**src/rtl/crc8_frame_check.sv**
```systemverilog
// Receive-side CRC-8 frame checker: shifts each byte MSB-first through a bit-serial
// LFSR and reports the residue check when the byte flagged as last has been shifted.
module crc8_frame_check #(
   parameter logic [7:0] POLY = 8'h07,
   parameter logic [7:0] INIT = 8'h00
) (
   input  logic       clk,
   input  logic       rst_n,
   input  logic       clr,
   input  logic [7:0] in_data,
   input  logic       in_valid,
   input  logic       in_last,
   output logic       in_ready,
   output logic [7:0] crc_out,
   output logic       done,
   output logic       crc_ok,
   output logic       crc_err,
   output logic       len_err,
   output logic [1:0] dbg_state_o
);

   // Handshake: a byte transfers on a rising edge where in_valid && in_ready;
   // in_ready is high only in IDLE, and in_data/in_last are ignored otherwise.
   localparam logic [1:0] S_IDLE  = 2'd0;
   localparam logic [1:0] S_SHIFT = 2'd1;
   localparam logic [1:0] S_DONE  = 2'd2;

   logic [1:0] state_q, state_d;
   logic [7:0] crc_q, crc_d;
   logic [7:0] shreg_q, shreg_d;
   logic       last_q, last_d;
   logic [7:0] cnt_q, cnt_d;
   logic [2:0] bit_q, bit_d;
   logic       fb;
   logic       frame_ok;

   assign fb = crc_q[7] ^ shreg_q[7];

   always_comb begin
      state_d = state_q;
      crc_d   = crc_q;
      shreg_d = shreg_q;
      last_d  = last_q;
      cnt_d   = cnt_q;
      bit_d   = bit_q;
      case (state_q)
         S_IDLE: begin
            if (in_valid) begin
               shreg_d = in_data;
               last_d  = in_last;
               if (cnt_q != 8'hFF) cnt_d = cnt_q + 8'd1;
               bit_d   = 3'd0;
               state_d = S_SHIFT;
            end
         end
         S_SHIFT: begin
            crc_d   = {crc_q[6:0], 1'b0} ^ (fb ? POLY : 8'h00);
            shreg_d = {shreg_q[6:0], 1'b0};
            bit_d   = bit_q + 3'd1;
            if (bit_q == 3'd7) state_d = last_q ? S_DONE : S_IDLE;
         end
         S_DONE: begin
            crc_d   = INIT;
            cnt_d   = 8'd0;
            state_d = S_IDLE;
         end
         default: state_d = S_IDLE;
      endcase
      // Abort wins over every transition, including the result cycle.
      if (clr) begin
         state_d = S_IDLE;
         crc_d   = INIT;
         cnt_d   = 8'd0;
         bit_d   = 3'd0;
      end
   end

   always_ff @(posedge clk or negedge rst_n) begin
      if (!rst_n) begin
         state_q <= S_IDLE;
         crc_q   <= INIT;
         shreg_q <= 8'h00;
         last_q  <= 1'b0;
         cnt_q   <= 8'd0;
         bit_q   <= 3'd0;
      end else begin
         state_q <= state_d;
         crc_q   <= crc_d;
         shreg_q <= shreg_d;
         last_q  <= last_d;
         cnt_q   <= cnt_d;
         bit_q   <= bit_d;
      end
   end

   assign frame_ok    = (crc_q == 8'h00) && (cnt_q >= 8'd2);
   assign in_ready    = (state_q == S_IDLE);
   assign done        = (state_q == S_DONE) && !clr;
   assign crc_ok      = done && frame_ok;
   assign crc_err     = done && !frame_ok;
   assign len_err     = done && (cnt_q < 8'd2);
   assign crc_out     = crc_q;
   assign dbg_state_o = state_q;

endmodule

```
**config.mk**
```make
export PLATFORM = sky130hd
export DESIGN_NAME = crc8_frame_check
export DESIGN_NICKNAME = d
export VERILOG_FILES = /design/src/rtl/crc8_frame_check.sv
export SDC_FILE = /design/constraint.sdc
export NUM_CORES = 1
export LEC_CHECK = 0
export ABC_AREA = 1
export CAP_MARGIN = 20
export CORE_MARGIN = 3
export CORE_UTILIZATION = 51
export DETAILED_ROUTE_END_ITERATION = 10
export MAX_ROUTING_LAYER = met4
export PLACE_DENSITY_LB_ADDON = 0.1
export RECOVER_POWER = 100
export SLEW_MARGIN = 10
export SYNTH_ARGS = -nofsm -noshare
export SYNTH_HDL_FRONTEND = slang
export SYNTH_SLANG_ARGS = --single-unit
```
**constraint.sdc**
```tcl
create_clock -name clk -period 1.65 [get_ports clk]
set_input_delay 0.2475 -clock clk [delete_from_list [all_inputs] [get_ports clk]]
set_output_delay 0.2475 -clock clk [all_outputs]
set_load 0.02 [all_outputs]
```
* Yosys cells after proc, flatten, opt, wreduce, memory -nomap -nowiden
Index checks and enable logic that the tools add are counted.
** Word-level totals
- Flip-flop bits (word level) :: 30
- Bits of input ports :: 13
- Output and inout bits :: 15
** Cells by class
- $add $sub $neg :: 2
- Magnitude comparators :: 2
- Eq/ne operators :: 8
- Mux-type cells :: 17
- Bitwise operators :: 2
- Reductions and logical operators :: 18
** Operators by type and width (number)
- 8-bit case mux with 2 select lines :: 3
- 8-bit 2-to-1 mux :: 5
- 3-bit 2-to-1 mux :: 3
- 3-bit nonzero test :: 3
- 8-bit by 1-bit adder with 8-bit output (second input constant) :: 1
- 8-bit by 2-bit >= comparator with 1-bit output (second input constant) :: 1
- 8-bit zero test :: 1
- 8-bit by 2-bit < comparator with 1-bit output (second input constant) :: 1
- 2-bit 2-to-1 mux :: 4
- 8-bit inequality test (second input constant) :: 1
- 2-bit AND reduction :: 4
- 8-bit by 3-bit bitwise XOR with 8-bit output :: 1
- 3-bit inequality test (second input constant) :: 2
- 3-bit case mux with 2 select lines :: 1
- 1-bit logical AND :: 5
- 2-bit case mux with 2 select lines :: 1
- 3-bit by 1-bit adder with 3-bit output (second input constant) :: 1
- 3-bit equality test (second input constant) :: 1
- 3-bit by 2-bit inequality test with 1-bit output (second input constant) :: 1
- 3-bit AND reduction :: 1
- 2-bit by 1-bit equality test with 1-bit output (second input constant) :: 1
- 2-bit equality test (second input constant) :: 1
- 1-bit zero test :: 2
- 2-bit zero test :: 1
- other kinds (3) :: 3

* Depth between registers and ports, before layout
- Depth in word-level cells :: 5
- Depth in mapped cells :: 9
- Gate-level depth less buffers :: 9

* Worst setup path before layout
Ideal clock, no wire load.
- Path type :: register to output
- Start point :: reg state_q[0] (netlist: dbg_state_o[0])
- End point :: out crc_err
- Data arrival time :: 1.576 ns
- Slack :: -0.173 ns
- Cell stages (with the launch flop) :: 7
- Cells stage by stage :: dfrtp_1 > buf_4 > inv_2 > nand2_1 > nor2_1 > inv_1 > a21oi_1
** Between the ends
- Longest elaborated chain between the ends :: 3
** RTL lines
- start: declaration :: line 28 : logic [1:0] state_q, state_d;
- start signal: assignment :: line 87 : state_q <= state_d;
- 2-bit equality test :: line 98 : assign done = (state_q == S_DONE) && !clr;
- 1-bit logical AND :: line 98
- via done :: line 15 : output logic done,
- 1-bit logical AND :: line 100 : assign crc_err = done && !frame_ok;
- end: declaration :: line 17 : output logic crc_err,
The timed path passes the listed nets, and every way through them passes these cells.

* Worst setup path in the final report
- Start point :: reg cnt_q[5]
- End point :: out crc_err
** Between the ends
- Longest elaborated chain between the ends :: 4
** RTL lines
- start: declaration :: line 32 : logic [7:0] cnt_q, cnt_d;
- start signal: assignment :: line 91 : cnt_q <= cnt_d;
- 8-bit by 2-bit >= comparator with 1-bit output :: line 96 : assign frame_ok = (crc_q == 8'h00) && (cnt_q >= 8'd2);
- 1-bit logical AND :: line 96
- 1-bit zero test :: line 100
- 1-bit logical AND :: line 100
No other way between the ends.

==> run_results.csv <==
group,metric,value,unit
placed_design,portBuffers,27,
synthesis,seq_area_frac_synth,46.1,%
route,drt_iter0_drc,119,
cts,clk_latency,0.33,ns
cts,clock_sinks,30,
sta,maxSlewViolCount,0,
floorplan,io_pins,28,
pwr,powerDensity,751,nW/um2
cells_and_area,finalNetCount,288,
synthesis,async_reset_ff_share,100,%
synthesis,synthCells,204,
global_routing,grt_pass1_vias,1586,
global_routing,grt_pass1_wl,7.00,mm
global_routing,grt_start_max_net_pins,31,
floorplan,die-area,3910,um2
cts,clkTransAtPathRegs,0.10,ns
placed_design,place_hpwl,3.08,mm
placed_design,post-place-ws,-0.300,ns
route,drc,0,
synthesis,ys_seq_elements,30,
synthesis,syn_nets,221,
sta,setup_ws,-0.0306,ns
sta,setup_viol,2,
pwr,ir_worst_vdd,0.567,mV
worst_setup_path,cp-end-kind,"output port",
worst_setup_path,crit_type,"reg2out",
job,maxCapViolations,0,
worst_setup_path,cp_data_arrival_time,1.43,ns
cells_and_area,drive_gt1_share,26.1,%
route,dr.pass1.iters,4,
worst_setup_path,startpoint_type,"flip-flop",
cells_and_area,area_growth,36.4,%
sta,worst_pin_slew,0.770,ns
route,via_per_inst,5.09,
worst_setup_path,crit_fanout,2,
floorplan,dieWidth,62.5,um
cells_and_area,diodes,0,
global_routing,grt_antenna_before_repair,0,
worst_setup_path,crit_required,1.40,ns
floorplan,coreArea,2900,um2
cts,htree_levels,2,
cts,cts_made_buffers,5,
sta,maxSlewHeadroom,48.7,%
outcome,violations,"setup timing",
synthesis,synth.cell_area,1630,um2
placed_design,gp_congestion,0.852,
synthesis,synth_edf_count,0,
sta,max_freq,595,MHz
cts,cts-root-buf,"clkbuf_4",
floorplan,chipHeight,62.5,um
sta,fin_skew,0.0148,ns
sta,fin_crit,1.68,ns
pwr,p_leak,0.00116,uW
cts,ctsLongestPathBuffers,2,
synthesis,synth.largest_area_cell,"dfrtp_1",
synthesis,yosysWarnings,0,
sta,grt_setup_unrepaired,"true",
sta,whs,0.495,ns
outcome,status,"finished with violations",
global_routing,grt_overflow_total,0,
sta,fin_crit_sh,102,%
route,wl,4.11,mm
floorplan,rows,19,
cells_and_area,final_cell_mix,"nand2_1, buf_4, dfrtp_1, inv_1, nand3_1",
worst_setup_path,r2r_slack,0.03,ns
sta,final_hold_viol_count,0,
route,wl_per_cell,13.1,um
synthesis,yosysUniqueCellTypes,28,
cts,tritoncts,"done",
cts,hold_buffers,0,
synthesis,avgSynthCellArea,7.98,um2
route,num_vias,1599,
cells_and_area,layout_commonest_cell,"nand2_1",
synthesis,synth_top_area_share,46.1,%
floorplan,floorplan.initialDensity,56.1,%
hold_path,hold_path_class,"in2reg",
route,drtAntennaViolNets,0,
synthesis,ys.flop_type,"dfrtp_1",
synthesis,synth_area_leaders,"dfrtp_1, nand2_1, nand3_1",
global_routing,grt.total_usage,23.0,%
[repair_timing]
item,CTS,global route
endpoints found under the setup margin,8,13
pin swaps,0,3
gates resized for setup,25,12
buffers inserted,0,2
[layout make-up]
class / count / area (um2)
inverters: 31 / 118
clock inverters: 1 / 5.00
clock buffers: 7 / 55.1
multi-input cells: 141 / 759
fillers: 241 / 679
flip-flops and latches: 30 / 751
repair buffers: 62 / 480
well taps: 42 / 52.6
[through the flow]
step	total power (uW)	instances	TNS (ns)	utilization, %	instance area (um2)
6_report	1670	314	-0.0536	76.6	2220
3_5_place_dp	1210	304	-1.03	75.4	2190
3_3_place_gp	1200	304	-0.931	75.4	2190
4_1_cts	1670	312	-0.0279	77.4	2240
5_1_grt	1770	314	-0.844	76.6	2220
2_1_floorplan	1040	204	-0.0577	-	1630
[cell families after synthesis]
kind of cell	synth area share, %
flip-flops	46.1
adder cells (fa/ha/maj)	3.07
XOR/XNOR	1.08
AND/OR/NAND/NOR	31.3
buffers and inverters	8.38
AO/OA/AOI/OAI	10.1
[path summary, 6_finish.rpt]
path / start / depth (start not counted) / endpoint
setup / recovery: cnt_q[5] / 6 / crc_err
hold / removal: in_data[0] / 3 / shreg_q[0]
setup reg to reg: cnt_q[1] / 9 / cnt_q[5]
hold reg to reg: shreg_q[5] / 1 / shreg_q[5]
max in group asynchronous: rst_n / 2 / crc_out[7]
min in group asynchronous: rst_n / 2 / crc_out[5]
[synth_stat cells, types with 2 or more instances]
cell	instances
nand2_4	2
nor2_4	2
nor3_1	3
nand4_1	2
inv_1	23
nand3b_1	2
nor2_2	2
a21oi_1	2
o21a_1	4
inv_2	7
dfrtp_1	30
o211ai_1	2
o21ai_1	7
nand2_2	4
nor2_1	16
nand2_1	54
nand3_1	19
xor2_1	2
o22ai_1	7
ha_1	4
o21ai_0	3
[critical path, stage by stage (launching register included)]
cell and delay [ns]:
dfrtp_1 0.38, inv_1 0.07, nand2_1 0.07, nor3_2 0.15, nand3b_1 0.15, a21oi_2 0.14
buf_4 0.15
[layer usage]
layer / up-vias / track usage (%) / part of all wire (%)
met5: - / - / 0
met4: 0 / 6.89 / 1.1
met3: 8 / 5.40 / 4.7
met2: 42 / 40.2 / 51
met1: 754 / 26.2 / 43
li1: 795 / - / -
[power by group]
part | internal, uW | switching [uW] | total, uW
Combinational | 176 | 208 | 384
Clock | 206 | 257 | 464
Sequential | 788 | 33.0 | 821
[registers in the layout (all words and copies together) (netlist names)]
name / flops
dbg_state_o: 2
crc_out: 8
shreg_q: 8
last_q: 1
cnt_q: 8
bit_q: 3
Power figures use the tool's default switching activity.
